--- src/rtl/imem_arb_pkg.sv ---
// Shared types and constants for the instruction-memory port arbiter.
package imem_arb_pkg;

  typedef enum logic {
    ARB_IDLE = 1'b0,
    ARB_WAIT = 1'b1
  } arb_state_e;

  typedef logic master_id_t;

  localparam master_id_t MST_BOOT = 1'b0;
  localparam master_id_t MST_CPU  = 1'b1;

endpackage

--- src/rtl/arb_timeout_ctr.sv ---
// Response watchdog: counts enabled cycles and flags when TIMEOUT-1 is reached.
module arb_timeout_ctr #(
  parameter int unsigned TIMEOUT = 256
) (
  input  logic Clk,
  input  logic Rst,
  input  logic clr,
  input  logic en,
  output logic expired
);

  localparam int unsigned CW = $clog2(TIMEOUT);

  logic [CW-1:0] r_cnt;

  // Clear wins over enable so a completing transaction leaves the count at zero.
  always_ff @(posedge Clk) begin
    if (Rst || clr) begin
      r_cnt <= '0;
    end else if (en) begin
      r_cnt <= r_cnt + CW'(1);
    end
  end

  assign expired = (r_cnt == CW'(TIMEOUT - 1));

endmodule

--- src/rtl/imem_port_arbiter.sv ---
// Two-master round-robin arbiter for the instruction-memory port with boot lock and watchdog.
// Optional saturating grant/timeout statistics when IMEM_ARB_STATS_EN is defined.
module imem_port_arbiter
  import imem_arb_pkg::*;
#(
  parameter int unsigned AW      = 32,
  parameter int unsigned DW      = 32,
  parameter int unsigned TIMEOUT = 256
) (
  input  logic            Clk,
  input  logic            Rst,
  input  logic            boot_lock,
  input  logic            m0_req,
  input  logic            m0_we,
  input  logic [AW-1:0]   m0_addr,
  input  logic [DW/8-1:0] m0_be,
  input  logic [DW-1:0]   m0_wdata,
  output logic            m0_gnt,
  output logic            m0_rvalid,
  output logic            m0_err,
  output logic [DW-1:0]   m0_rdata,
  input  logic            m1_req,
  input  logic            m1_we,
  input  logic [AW-1:0]   m1_addr,
  input  logic [DW/8-1:0] m1_be,
  input  logic [DW-1:0]   m1_wdata,
  output logic            m1_gnt,
  output logic            m1_rvalid,
  output logic            m1_err,
  output logic [DW-1:0]   m1_rdata,
  output logic            mem_req,
  output logic            mem_we,
  output logic [AW-1:0]   mem_addr,
  output logic [DW/8-1:0] mem_be,
  output logic [DW-1:0]   mem_wdata,
  input  logic            mem_gnt,
  input  logic            mem_rvalid,
  input  logic [DW-1:0]   mem_rdata
`ifdef IMEM_ARB_STATS_EN
  ,
  output logic [15:0]     stat_gnt0,
  output logic [15:0]     stat_gnt1,
  output logic [7:0]      stat_tout
`endif
);

  arb_state_e r_state, w_state_nxt;
  master_id_t w_sel_id;
  master_id_t r_owner, w_owner_nxt;
  master_id_t r_rr_ptr, w_rr_nxt;
  master_id_t r_hold_id, w_hold_id_nxt;
  logic       r_hold_vld, w_hold_vld_nxt;
  logic       w_sel_vld;
  logic       w_mem_req;
  logic       w_hs;
  logic       w_rsp_vld, w_rsp_err;
  logic [DW-1:0] w_rsp_data;
  logic       w_ctr_clr, w_ctr_en, w_expired;

  logic          r_m0_rvalid, r_m0_err, r_m1_rvalid, r_m1_err;
  logic [DW-1:0] r_m0_rdata, r_m1_rdata;

  // A stalled request keeps its master selected until memory grants it.
  always_comb begin
    w_sel_id  = MST_BOOT;
    w_sel_vld = 1'b0;
    if (r_hold_vld) begin
      w_sel_id  = r_hold_id;
      w_sel_vld = 1'b1;
    end else if (boot_lock) begin
      w_sel_id  = MST_BOOT;
      w_sel_vld = m0_req;
    end else if (m0_req && m1_req) begin
      w_sel_id  = r_rr_ptr;
      w_sel_vld = 1'b1;
    end else if (m1_req) begin
      w_sel_id  = MST_CPU;
      w_sel_vld = 1'b1;
    end else if (m0_req) begin
      w_sel_id  = MST_BOOT;
      w_sel_vld = 1'b1;
    end
  end

  assign w_mem_req = !Rst && (r_state == ARB_IDLE) && w_sel_vld &&
                     ((w_sel_id == MST_CPU) ? m1_req : m0_req);
  assign w_hs      = w_mem_req && mem_gnt;

  assign mem_req   = w_mem_req;
  assign mem_we    = (w_sel_id == MST_CPU) ? m1_we    : m0_we;
  assign mem_addr  = (w_sel_id == MST_CPU) ? m1_addr  : m0_addr;
  assign mem_be    = (w_sel_id == MST_CPU) ? m1_be    : m0_be;
  assign mem_wdata = (w_sel_id == MST_CPU) ? m1_wdata : m0_wdata;
  assign m0_gnt    = w_hs && (w_sel_id == MST_BOOT);
  assign m1_gnt    = w_hs && (w_sel_id == MST_CPU);

  always_ff @(posedge Clk) begin
    if (Rst) begin
      r_state <= ARB_IDLE;
    end else begin
      r_state <= w_state_nxt;
    end
  end

  // The watchdog starts counting at the handshake so expiry lands TIMEOUT cycles after grant.
  always_comb begin
    w_state_nxt    = r_state;
    w_owner_nxt    = r_owner;
    w_rr_nxt       = r_rr_ptr;
    w_hold_vld_nxt = r_hold_vld;
    w_hold_id_nxt  = r_hold_id;
    w_rsp_vld      = 1'b0;
    w_rsp_err      = 1'b0;
    w_rsp_data     = '0;
    w_ctr_clr      = 1'b0;
    w_ctr_en       = 1'b0;
    case (r_state)
      ARB_IDLE: begin
        if (w_hs) begin
          w_owner_nxt    = w_sel_id;
          w_hold_vld_nxt = 1'b0;
          w_rr_nxt       = ~w_sel_id;
          w_ctr_en       = 1'b1;
          w_state_nxt    = ARB_WAIT;
        end else if (w_mem_req) begin
          w_hold_vld_nxt = 1'b1;
          w_hold_id_nxt  = w_sel_id;
        end
      end
      ARB_WAIT: begin
        w_ctr_en = 1'b1;
        if (mem_rvalid) begin
          w_rsp_vld   = 1'b1;
          w_rsp_data  = mem_rdata;
          w_ctr_clr   = 1'b1;
          w_state_nxt = ARB_IDLE;
        end else if (w_expired) begin
          w_rsp_vld   = 1'b1;
          w_rsp_err   = 1'b1;
          w_ctr_clr   = 1'b1;
          w_state_nxt = ARB_IDLE;
        end
      end
      default: begin
        w_state_nxt = ARB_IDLE;
      end
    endcase
  end

  always_ff @(posedge Clk) begin
    if (Rst) begin
      r_owner     <= MST_BOOT;
      r_rr_ptr    <= MST_BOOT;
      r_hold_vld  <= 1'b0;
      r_hold_id   <= MST_BOOT;
      r_m0_rvalid <= 1'b0;
      r_m0_err    <= 1'b0;
      r_m0_rdata  <= '0;
      r_m1_rvalid <= 1'b0;
      r_m1_err    <= 1'b0;
      r_m1_rdata  <= '0;
    end else begin
      r_owner     <= w_owner_nxt;
      r_rr_ptr    <= w_rr_nxt;
      r_hold_vld  <= w_hold_vld_nxt;
      r_hold_id   <= w_hold_id_nxt;
      r_m0_rvalid <= w_rsp_vld && (r_owner == MST_BOOT);
      r_m0_err    <= w_rsp_vld && w_rsp_err && (r_owner == MST_BOOT);
      r_m1_rvalid <= w_rsp_vld && (r_owner == MST_CPU);
      r_m1_err    <= w_rsp_vld && w_rsp_err && (r_owner == MST_CPU);
      // Non-owner read data holds its previous value.
      if (w_rsp_vld && (r_owner == MST_BOOT)) begin
        r_m0_rdata <= w_rsp_data;
      end
      if (w_rsp_vld && (r_owner == MST_CPU)) begin
        r_m1_rdata <= w_rsp_data;
      end
    end
  end

  assign m0_rvalid = r_m0_rvalid;
  assign m0_err    = r_m0_err;
  assign m0_rdata  = r_m0_rdata;
  assign m1_rvalid = r_m1_rvalid;
  assign m1_err    = r_m1_err;
  assign m1_rdata  = r_m1_rdata;

  arb_timeout_ctr #(
    .TIMEOUT(TIMEOUT)
  ) u_tout (
    .Clk     (Clk),
    .Rst     (Rst),
    .clr     (w_ctr_clr),
    .en      (w_ctr_en),
    .expired (w_expired)
  );

`ifdef IMEM_ARB_STATS_EN
  logic [15:0] r_stat_gnt0, r_stat_gnt1;
  logic [7:0]  r_stat_tout;

  always_ff @(posedge Clk) begin
    if (Rst) begin
      r_stat_gnt0 <= '0;
      r_stat_gnt1 <= '0;
      r_stat_tout <= '0;
    end else begin
      if (m0_gnt && (r_stat_gnt0 != 16'hFFFF)) r_stat_gnt0 <= r_stat_gnt0 + 16'd1;
      if (m1_gnt && (r_stat_gnt1 != 16'hFFFF)) r_stat_gnt1 <= r_stat_gnt1 + 16'd1;
      if (w_rsp_vld && w_rsp_err && (r_stat_tout != 8'hFF)) r_stat_tout <= r_stat_tout + 8'd1;
    end
  end

  assign stat_gnt0 = r_stat_gnt0;
  assign stat_gnt1 = r_stat_gnt1;
  assign stat_tout = r_stat_tout;
`endif

endmodule

--- config.mk ---
export PLATFORM = sky130hd
export DESIGN_NAME = imem_port_arbiter
export DESIGN_NICKNAME = d
export VERILOG_FILES = /design/src/rtl/imem_arb_pkg.sv /design/src/rtl/arb_timeout_ctr.sv /design/src/rtl/imem_port_arbiter.sv
export SDC_FILE = /design/constraint.sdc
export NUM_CORES = 1
export LEC_CHECK = 0
export ABC_AREA = 1
export BUFFER_PORTS_ARGS = -buffer_cell sky130_fd_sc_hd__buf_2
export CORE_AREA = 2 2 122 124
export DETAILED_ROUTE_END_ITERATION = 7
export DIE_AREA = 0 0 124 126
export GPL_TIMING_DRIVEN = 0
export SYNTH_ARGS = -nofsm -noshare
export SYNTH_HDL_FRONTEND = slang
export SYNTH_SLANG_ARGS = --single-unit
--- constraint.sdc ---
create_clock -name Clk -period 1.7 [get_ports Clk]
set_input_delay 0.34 -clock Clk [delete_from_list [all_inputs] [get_ports Clk]]
set_output_delay 0.34 -clock Clk [all_outputs]
set_load 0.005 [all_outputs]
== Word level (Yosys, flattened, before mapping) ==
Cells that the tools add are included.

* Reduce and logical (&&, ||, !) cells: 18
* Shifts and indexed selects: 0
* Mux-type cells: 28
* Multiply operators: 0
* Equal/unequal tests: 1
* Div/mod/pow operators: 0
* Bitwise gates (word level): 4
* $lt $le $gt $ge: 0
* Add/subtract/negate cells: 1

{| class="wikitable"
|+ Operators with widths
! operator !! number
|-
| $mux W32 || 4
|-
| $mux W1 || 21
|-
| $logic_and A1 B1 Y1 || 12
|-
| $add A8 B1 Y8 const B || 1
|-
| $eq A8 B8 Y1 const B || 1
|-
| $mux W4 || 1
|-
| $not A1 Y1 || 4
|-
| $pmux W1 S2 || 2
|-
| $reduce_and A2 Y1 || 2
|-
| $reduce_and A3 Y1 || 1
|-
| $reduce_bool A2 Y1 || 1
|-
| $logic_not A1 Y1 || 1
|-
| $logic_or A1 B1 Y1 || 1
|}

* Bits in read-only memories: 0
* Word-level logic and storage cells: 64
* Output and inout bits: 140
* Bits in latches: 0
* Memories kept: 0
* Register bits after elaboration: 81
* Bits in writable memories: 0

== Longest topological paths before layout ==
Gate-level depths: netlist of the first run.

* Depth after elaboration: 10
* Depth in mapped cells: 9

== Hierarchy ==
From an unflattened synthesis of the first run, not the netlist that was laid out.

* Cells, all modules: 591
* Area, all modules: 3,883.7 um^2

{| class="wikitable"
|+ Modules (own cells, without submodules)
! module !! times used !! cells each !! area each (um^2)
|-
| imem_port_arbiter || 1 || 538 || 3,503.4
|-
| arb_timeout_ctr || 1 || 53 || 380.4
|}

== Least setup slack after synthesis of the first run ==
No wires, ideal clock.

* Path type: input to output
* From: input m1_req
* To: output mem_addr[10]
* Stages on the path: 8
* Required time: 1,360 ps
* Arrival time: 1,121 ps
* Slack: 239 ps
* Path through: inv_1 -> nor2_1 -> nand3_1 -> nand2_2 -> inv_2 -> clkbuf_1 -> nand2_1 -> nand2_1

* Longest elaborated chain between the ends: 5
* Elaborated cells between the ends (all ways): 6
* Classes of those cells: mux (5); reduce/logical (1)

{| class="wikitable"
|+ RTL lines
! what !! RTL line !! text
|-
| start: declaration || imem_port_arbiter.sv:22 || <nowiki>input logic m1_req,</nowiki>
|-
| $mux W1 / $logic_and A1 B1 Y1 (equally long branches) || imem_port_arbiter.sv:76, imem_port_arbiter.sv:73 ||
|-
| $mux W1 (*) || imem_port_arbiter.sv:73 || <nowiki>end else if (m0_req && m1_req) begin</nowiki>
|-
| $mux W1 (*) || imem_port_arbiter.sv:70 || <nowiki>end else if (boot_lock) begin</nowiki>
|-
| $mux W1 (*) || imem_port_arbiter.sv:67 || <nowiki>if (r_hold_vld) begin</nowiki>
|-
| $mux W32 (*) || imem_port_arbiter.sv:91 || <nowiki>assign mem_addr = (w_sel_id == MST_CPU) ? m1_addr : m0_addr;</nowiki>
|-
| end: declaration || imem_port_arbiter.sv:33 || <nowiki>output logic [AW-1:0] mem_addr,</nowiki>
|}

Every way passes the cells marked *; elsewhere a longest branch is shown, timed or not.

== Worst setup path in the final report of the first run ==
* From: register r_hold_vld
* To: output m0_gnt

* Longest elaborated chain between the ends: 5
* Elaborated cells between the ends (all ways): 8
* Classes of those cells: mux (3); bitwise (1); reduce/logical (4)

{| class="wikitable"
|+ RTL lines
! what !! RTL line !! text
|-
| start: declaration || imem_port_arbiter.sv:52 || <nowiki>logic r_hold_vld, w_hold_vld_nxt;</nowiki>
|-
| start signal: assignment || imem_port_arbiter.sv:165 || <nowiki>r_hold_vld <= w_hold_vld_nxt;</nowiki>
|-
| $mux W1 || imem_port_arbiter.sv:67 ||
|-
| $mux W1 / $logic_and A1 B1 Y1 (equally long branches) || imem_port_arbiter.sv:86, imem_port_arbiter.sv:85 ||
|-
| $logic_and A1 B1 Y1 || imem_port_arbiter.sv:85 || <nowiki>assign w_mem_req = !Rst && (r_state == ARB_IDLE) && w_sel_vld &&</nowiki>
|-
| $logic_and A1 B1 Y1 || imem_port_arbiter.sv:87 || <nowiki>assign w_hs = w_mem_req && mem_gnt;</nowiki>
|-
| $logic_and A1 B1 Y1 (*) || imem_port_arbiter.sv:94 || <nowiki>assign m0_gnt = w_hs && (w_sel_id == MST_BOOT);</nowiki>
|-
| end: declaration || imem_port_arbiter.sv:18 || <nowiki>output logic m0_gnt,</nowiki>
|}

Marked as above.

==> results of run 1 <==
## cells by family after synthesis
| kind of cell | Yosys count |
|---|---|
| XOR/XNOR | 6 |
| adder cells (fa/ha/maj) | 1 |
| AND/OR/NAND/NOR | 391 |
| AO/OA/AOI/OAI | 73 |
| buffers and inverters | 58 |
| flip-flops | 81 |
## power by group through the flow
stage / registers, mW / logic, mW / clock network (mW)
after floorplan: 2.00 / 0.346 / 0
after global placement: 2.00 / 0.838 / 0
after detailed placement: 2.00 / 0.841 / 0
after CTS: 1.96 / 0.944 / 2.00
after global routing: 1.96 / 1.05 / 2.08
final: 1.96 / 0.944 / 1.96
## layout make-up
class	count	area [um2]	share of cell area, %
clock buffers	13	260.3	4.034
plain buffers	37	360.3	5.586
repair buffers	325	1668	25.85
inverters	21	91.34	1.416
flip-flops and latches	81	1624	25.17
well taps	184	230.2	3.569
clock inverters	2	37.54	0.5818
multi-input cells	472	2180	33.79
## flip-flops by register name (all words and copies together) (netlist names)
signal and cells:
r_state 1, m1_rvalid 1, m1_err 1, r_owner 1, m0_err 1, m0_rdata 32, m0_rvalid 1, u_tout.r_cnt 8
r_rr_ptr 1, r_hold_vld 1, m1_rdata 32, r_hold_id 1
## per-layer routing
layer  part of all wire, %  GRT usage, %  vias to the layer above
li1                      -             -                     2626
met1                    38         22.42                     2234
met2                    50         37.94                      196
met3                    11         6.703                       15
met4                   1.1         5.089                        2
met5                 0.076             0                        -
## cells in the final DEF (no fill, tap or decap), types with 8 or more instances in the layout
master,n
nand2_1,277
clkbuf_16,12
clkbuf_1,9
o21ai_1,38
nand2_4,8
nand2_2,13
inv_1,14
nor2_1,16
buf_6,14
nand3_1,62
buf_2,317
buf_4,12
dfxtp_1,79
a21oi_1,35
## repair_timing
action                                  in CTS  in global routing
resized for setup                           76                 15
endpoints found under the setup margin      71                139
pin swaps                                    7                  4
cloned                                       3                  0
setup buffers                                8                  0
## critical path: cells and delay by family, from the launching register on
| family | cells | cell delay [ns] |
|---|---|---|
| flip-flops | 1 | 0.35 |
| buffers and inverters | 2 | 0.29 |
| AND/OR/NAND/NOR | 5 | 0.57 |
## worst max-delay path by stage
stage | startpoint | end | slack [ns] | cells after the start
after global placement | m1_req | mem_wdata[22] | -0.46 | 10
after floorplan | m1_req | mem_addr[10] | 0.24 | 8
after CTS | r_hold_vld | m0_gnt | -0.21 | 7
after global routing | r_hold_vld | m0_gnt | -0.29 | 7
final | r_hold_vld | m0_gnt | -0.17 | 7
after detailed placement | m1_req | mem_wdata[21] | -0.46 | 10
## through the flow
step / cell area, um2 / instances / utilization (%) / hold WS, ns
CTS: 6412 / 1135 / 44.80 / 0.2254
global placement: 5758 / 1109 / 40.23 / 0.4454
detailed placement: 5758 / 1109 / 40.23 / 0.4522
floorplan: 3951 / 610 / - / 0.4186
finish: 6451 / 1135 / 45.07 / 0.2342
global route: 6451 / 1135 / 45.07 / 0.2417
==> impl_metrics.json, run 1 <==
{
  "status": "finished, violations left",
  "violations": "setup timing",
  "finClkSkew_ns": 0.004281,
  "grt_max_degree": 13,
  "antenna_cells": 0,
  "area_growth_pct": 63.27,
  "ys_ff_latch": 81,
  "clock_power_share_pct": 40.3,
  "drv_slew": 0,
  "synthAdderAreaFrac_pct": 0.3167,
  "synthMuxAreaShare_pct": 0,
  "row_count": 44,
  "routed_wl_um": 17050,
  "power.leakage_nw": 3.454,
  "synth_compound_area_share_pct": 9.246,
  "cp_slowest_cell": "dfxtp_2",
  "grt_pass1_vias": 4758,
  "drive_gt1_share_pct": 42.38,
  "syn-num-nets": 788,
  "final.fill_count": 1552,
  "finalHoldViolCount": 0,
  "period_needed_ns": 1.866,
  "dr.pass1.iters": 4,
  "ir_drop_mv": 0.5000,
  "hpwl_um": 13300,
  "drt_iter0_drc": 221,
  "ant_nets": 0,
  "crit_fanout": 4,
  "fmax_mhz": 535.9,
  "crit_required_ns": 1.36,
  "synth_cells": 610,
  "grt_overflow": 0,
  "clock_sinks": 81,
  "synth_top_family_by_area": "simple AND/OR/NAND/NOR gates",
  "coreArea_um2": 14310,
  "rr_startpoint": "u_tout.r_cnt[1]",
  "seq_area_frac_synth_pct": 41.04,
  "worstSetupStartpointType": "flop",
  "setup_slack_ns": -0.1659,
  "synth_most_common_cell": "nand2_1",
  "clockBufferDepth": 2,
  "worst_slew_pin_slew_ns": 0.5666,
  "reg2reg_depth": 9,
  "min-delay-start": "mem_rvalid",
  "grt_use_total_pct": 20.58,
  "final.period_utilization_pct": 109.8,
  "comb_power_share_pct": 19.4,
  "vias_per_cell": 4.470,
  "setup_viol": 72,
  "finalSetupTns_ns": -8.477,
  "path_clk_slew_ns": 0.06,
  "synth.distinct_cells": 25,
  "reg2reg_setup_slack_ns": 0.14,
  "holdBufCountCts": 0,
  "cap_violations": 0,
  "p_total_mw": 4.863,
  "antenna_found_initial": 1,
  "dieArea_um2": 15620,
  "synth_top_area_share_pct": 41.04,
  "cp_slowest_stage_delay_ns": 0.35,
  "grt_pass1_wl_um": 24940,
  "ys.flop_type": "dfxtp_1",
  "worstSkewPairLatency_ns": 0.33,
  "synth_simple_gate_area_share_pct": 41.04,
  "critical_path_arrival_ns": 1.53,
  "hold_end": "m0_err",
  "synth_area_leaders": "dfxtp_1 41%, nand2_1 28%, nand3_1 8.1%, o21ai_1 4.8%, a21oi_1 4.4%",
  "path_cells": "nor2_4 -> nand3_4 -> nand3_2 -> nand4_1 -> buf_6 -> nor2_4 -> buf_2",
  "dieWidth_um": 124,
  "worstSetupPathType": "reg -> out",
  "netSwitchingFraction_pct": 26.16,
  "ioPinCount": 317,
  "gp_congestion": 0.8292,
  "min_path_type": "in -> reg",
  "synth-edff-count": 0,
  "wl_per_cell_um": 15.02,
  "cts_buffers": 9,
  "vias": 5073,
  "rsz0062_at_grt": "true",
  "cts_tree": "built",
  "yosysTopAreaCell": "dfxtp_1",
  "synth-xor-area-share_pct": 1.330,
  "cpMostUsedCell": "nor2_4",
  "p_seq_share_pct": 40.2,
  "dieHeight_um": 126,
  "crit_path_end_kind": "output pin",
  "p_switching_mw": 1.272,
  "avgSynthCellArea_um2": 6.478,
  "p_int_mw": 3.591,
  "dp_slack_ns": -0.4585,
  "drc": 0,
  "cts_root_buf": "clkbuf_16",
  "async_flop_share_pct": 0,
  "power_density_nw_per_um2": 753.8,
  "port_buffers": 315,
  "hold_depth": 2,
  "synth_common_cells": "292 x nand2_1, 81 x dfxtp_1, 64 x nand3_1, 38 x o21ai_1, 35 x a21oi_1",
  "final_nets": 1125,
  "initial_core_util_pct": 27.60,
  "max_slew_margin_pct": 62.22,
  "syn_area_um2": 3951,
  "ys_warn_count": 0,
  "cts_max_level": 3,
  "r2r-end": "m1_rdata[15]"
}
Note: power is estimated with default switching activity, not from simulation.
==> run 2: changes to the inputs <==
--- a/config.mk
+++ b/config.mk
@@ -7,10 +7,11 @@
 export LEC_CHECK = 0
 export ABC_AREA = 1
 export BUFFER_PORTS_ARGS = -buffer_cell sky130_fd_sc_hd__buf_2
-export CORE_AREA = 2 2 122 124
+export CORE_AREA = 2 2 121 123
 export DETAILED_ROUTE_END_ITERATION = 7
-export DIE_AREA = 0 0 124 126
+export DIE_AREA = 0 0 123 125
 export GPL_TIMING_DRIVEN = 0
+export RECOVER_POWER = 100
 export SYNTH_ARGS = -nofsm -noshare
 export SYNTH_HDL_FRONTEND = slang
 export SYNTH_SLANG_ARGS = --single-unit
==> constraint.sdc (replaced) <==
create_clock -name Clk -period 1.55 [get_ports Clk]
set_input_delay 0.31 -clock Clk [delete_from_list [all_inputs] [get_ports Clk]]
set_output_delay 0.31 -clock Clk [all_outputs]
set_load 0.005 [all_outputs]
==> impl_metrics.json, run 2 (synthesis results as in run 1) <==
{
  "drv_slew": 0,
  "status": "finished, violations left",
  "cts_buffers": 9,
  "crit_required_ns": 1.24,
  "grt_pass1_wl_um": 25030,
  "cts_root_buf": "clkbuf_16",
  "vias": 5252,
  "rsz0062_at_grt": "true",
  "final.period_utilization_pct": 121.0,
  "clockBufferDepth": 2,
  "worstSkewPairLatency_ns": 0.34,
  "coreArea_um2": 14200,
  "final_cell_area_um2": 7076,
  "max_slew_margin_pct": 46.34,
  "worstSetupPathType": "reg -> out",
  "antenna_found_initial": 2,
  "final_common_cell": "buf_2",
  "vias_per_cell": 4.567,
  "cp_slowest_cell": "dfxtp_2",
  "ir_drop_mv": 0.6902,
  "ant_nets": 0,
  "final.fill_count": 1488,
  "critical_path_arrival_ns": 1.57,
  "finClkSkew_ns": 0.008196,
  "period_needed_ns": 1.876,
  "setup_viol": 74,
  "violations": "setup timing",
  "worstSetupStartpointType": "flop",
  "path_clk_slew_ns": 0.06,
  "ioPinCount": 317,
  "dieWidth_um": 123,
  "port_buffers": 315,
  "hpwl_um": 13190,
  "initial_core_util_pct": 27.82,
  "path_cells": "nor2_2 -> nand3_2 -> nand2_4 -> buf_12 -> buf_8 -> nand2_1 -> nand2_1 -> buf_2",
  "grt_pass1_vias": 4863,
  "grt_overflow": 0,
  "fmax_mhz": 533.2,
  "dieArea_um2": 15380,
  "crit_fanout": 10,
  "dieHeight_um": 125,
  "row_count": 44,
  "clock_sinks": 81,
  "placed_cell_area_um2": 5758,
  "routed_wl_um": 17520,
  "finalHoldViolCount": 0,
  "reg2reg_setup_slack_ns": 0,
  "crit_path_end_kind": "output pin",
  "final_cell_mix": "275 x buf_2, 252 x nand2_1, 77 x dfxtp_1, 51 x clkbuf_1, 40 x nand3_2",
  "hold_slack_ns": 0.2172,
  "setup_slack_ns": -0.3256,
  "cap_violations": 0,
  "gp_congestion": 0.8242,
  "final_nets": 1138,
  "dr.pass1.iters": 4,
  "grt_use_total_pct": 20.76,
  "drive_gt1_share_pct": 48.39,
  "worst_slew_pin_slew_ns": 0.8049,
  "drc": 0,
  "power_density_nw_per_um2": 759.7,
  "drt_iter0_drc": 254,
  "cts_tree": "built",
  "cts_max_level": 3,
  "cp_slowest_stage_delay_ns": 0.33,
  "power.leakage_nw": 3.406,
  "min_path_type": "in -> reg",
  "area_growth_pct": 79.07,
  "wl_per_cell_um": 15.23,
  "cpMostUsedCell": "nand2_1",
  "grt_max_degree": 15
}
[run 2: changes by cell type in the layout (fill, tap and decap cells not counted), moves of 5 or more]
cell / before / now
buf_2: 317 / 275
clkbuf_1: 9 / 51
nand3_1: 62 / 23
nand3_2: 2 / 40
nand2_1: 277 / 252
a21oi_1: 35 / 15
a21oi_2: 0 / 20
nand2_2: 13 / 26
nand2_4: 8 / 17
buf_6: 14 / 6
buf_8: 2 / 9
buf_4: 12 / 17
clkbuf_16: 12 / 17
[run 2: critical path: cells and delay by family, from the launching register on]
kind	cells	cell delay, ns
AND/OR/NAND/NOR	5	0.51
flip-flops	1	0.33
buffers and inverters	3	0.37
[run 2: power breakdown]
group / total (mW) / internal [mW] / switching [mW]
sequential: 2.16 / 2.12 / 0.0358
clock: 2.11 / 1.25 / 0.865
combinational: 1.10 / 0.523 / 0.582
[run 2: path summary, 6_finish.rpt]
check,to,start,cells after the start
worst min register to register,m0_rdata[2],m0_rdata[2],2
worst min-delay path,m0_err,mem_rvalid,2
worst max-delay path,mem_addr[20],r_hold_vld,8
worst max register to register,m1_rdata[11],u_tout.r_cnt[1],9
[run 2: final cells by class]
type / instances / area (um2) / area share [%]
Antenna cell: 1 / 2.502 / 0.03537
Buffer: 37 / 361.6 / 5.111
Clock buffer: 10 / 229.0 / 3.236
Clock inverter: 6 / 68.82 / 0.9726
Inverter: 21 / 86.33 / 1.220
Multi-Input combinational cell: 471 / 2610 / 36.89
Sequential cell: 81 / 1629 / 23.02
Tap cell: 184 / 230.2 / 3.254
Timing Repair Buffer: 339 / 1858 / 26.26
[run 2: metal layers]
metal / share of wire [%] / GRT usage (%)
met4: 0.73 / 4.813
met5: 0 / 0
met1: 38 / 22.73
met2: 52 / 38.41
met3: 9.1 / 6.569
[run 2: timing repair]
| item | in CTS | in global routing |
|---|---|---|
| hold buffers | 0 | 0 |
| endpoints found under the setup margin | 138 | 140 |
| setup buffers | 8 | 9 |
| resized for setup | 72 | 129 |
| pin swaps | 8 | 10 |
| cloned | 0 | 7 |
[run 2: stage by stage]
stage                     utilization (%)  setup WS [ns]  setup TNS, ns  cells  power, mW
after floorplan                         -         0.1200              0    610      2.568
after global placement              40.54        -0.5003         -29.40   1109      3.106
after detailed placement            40.54        -0.5211         -31.32   1109      3.108
after CTS                           44.81        -0.3462         -22.72   1133      5.311
after global routing                49.82        -0.4003         -28.51   1150      5.619
final                               49.82        -0.3256         -20.13   1150      5.375
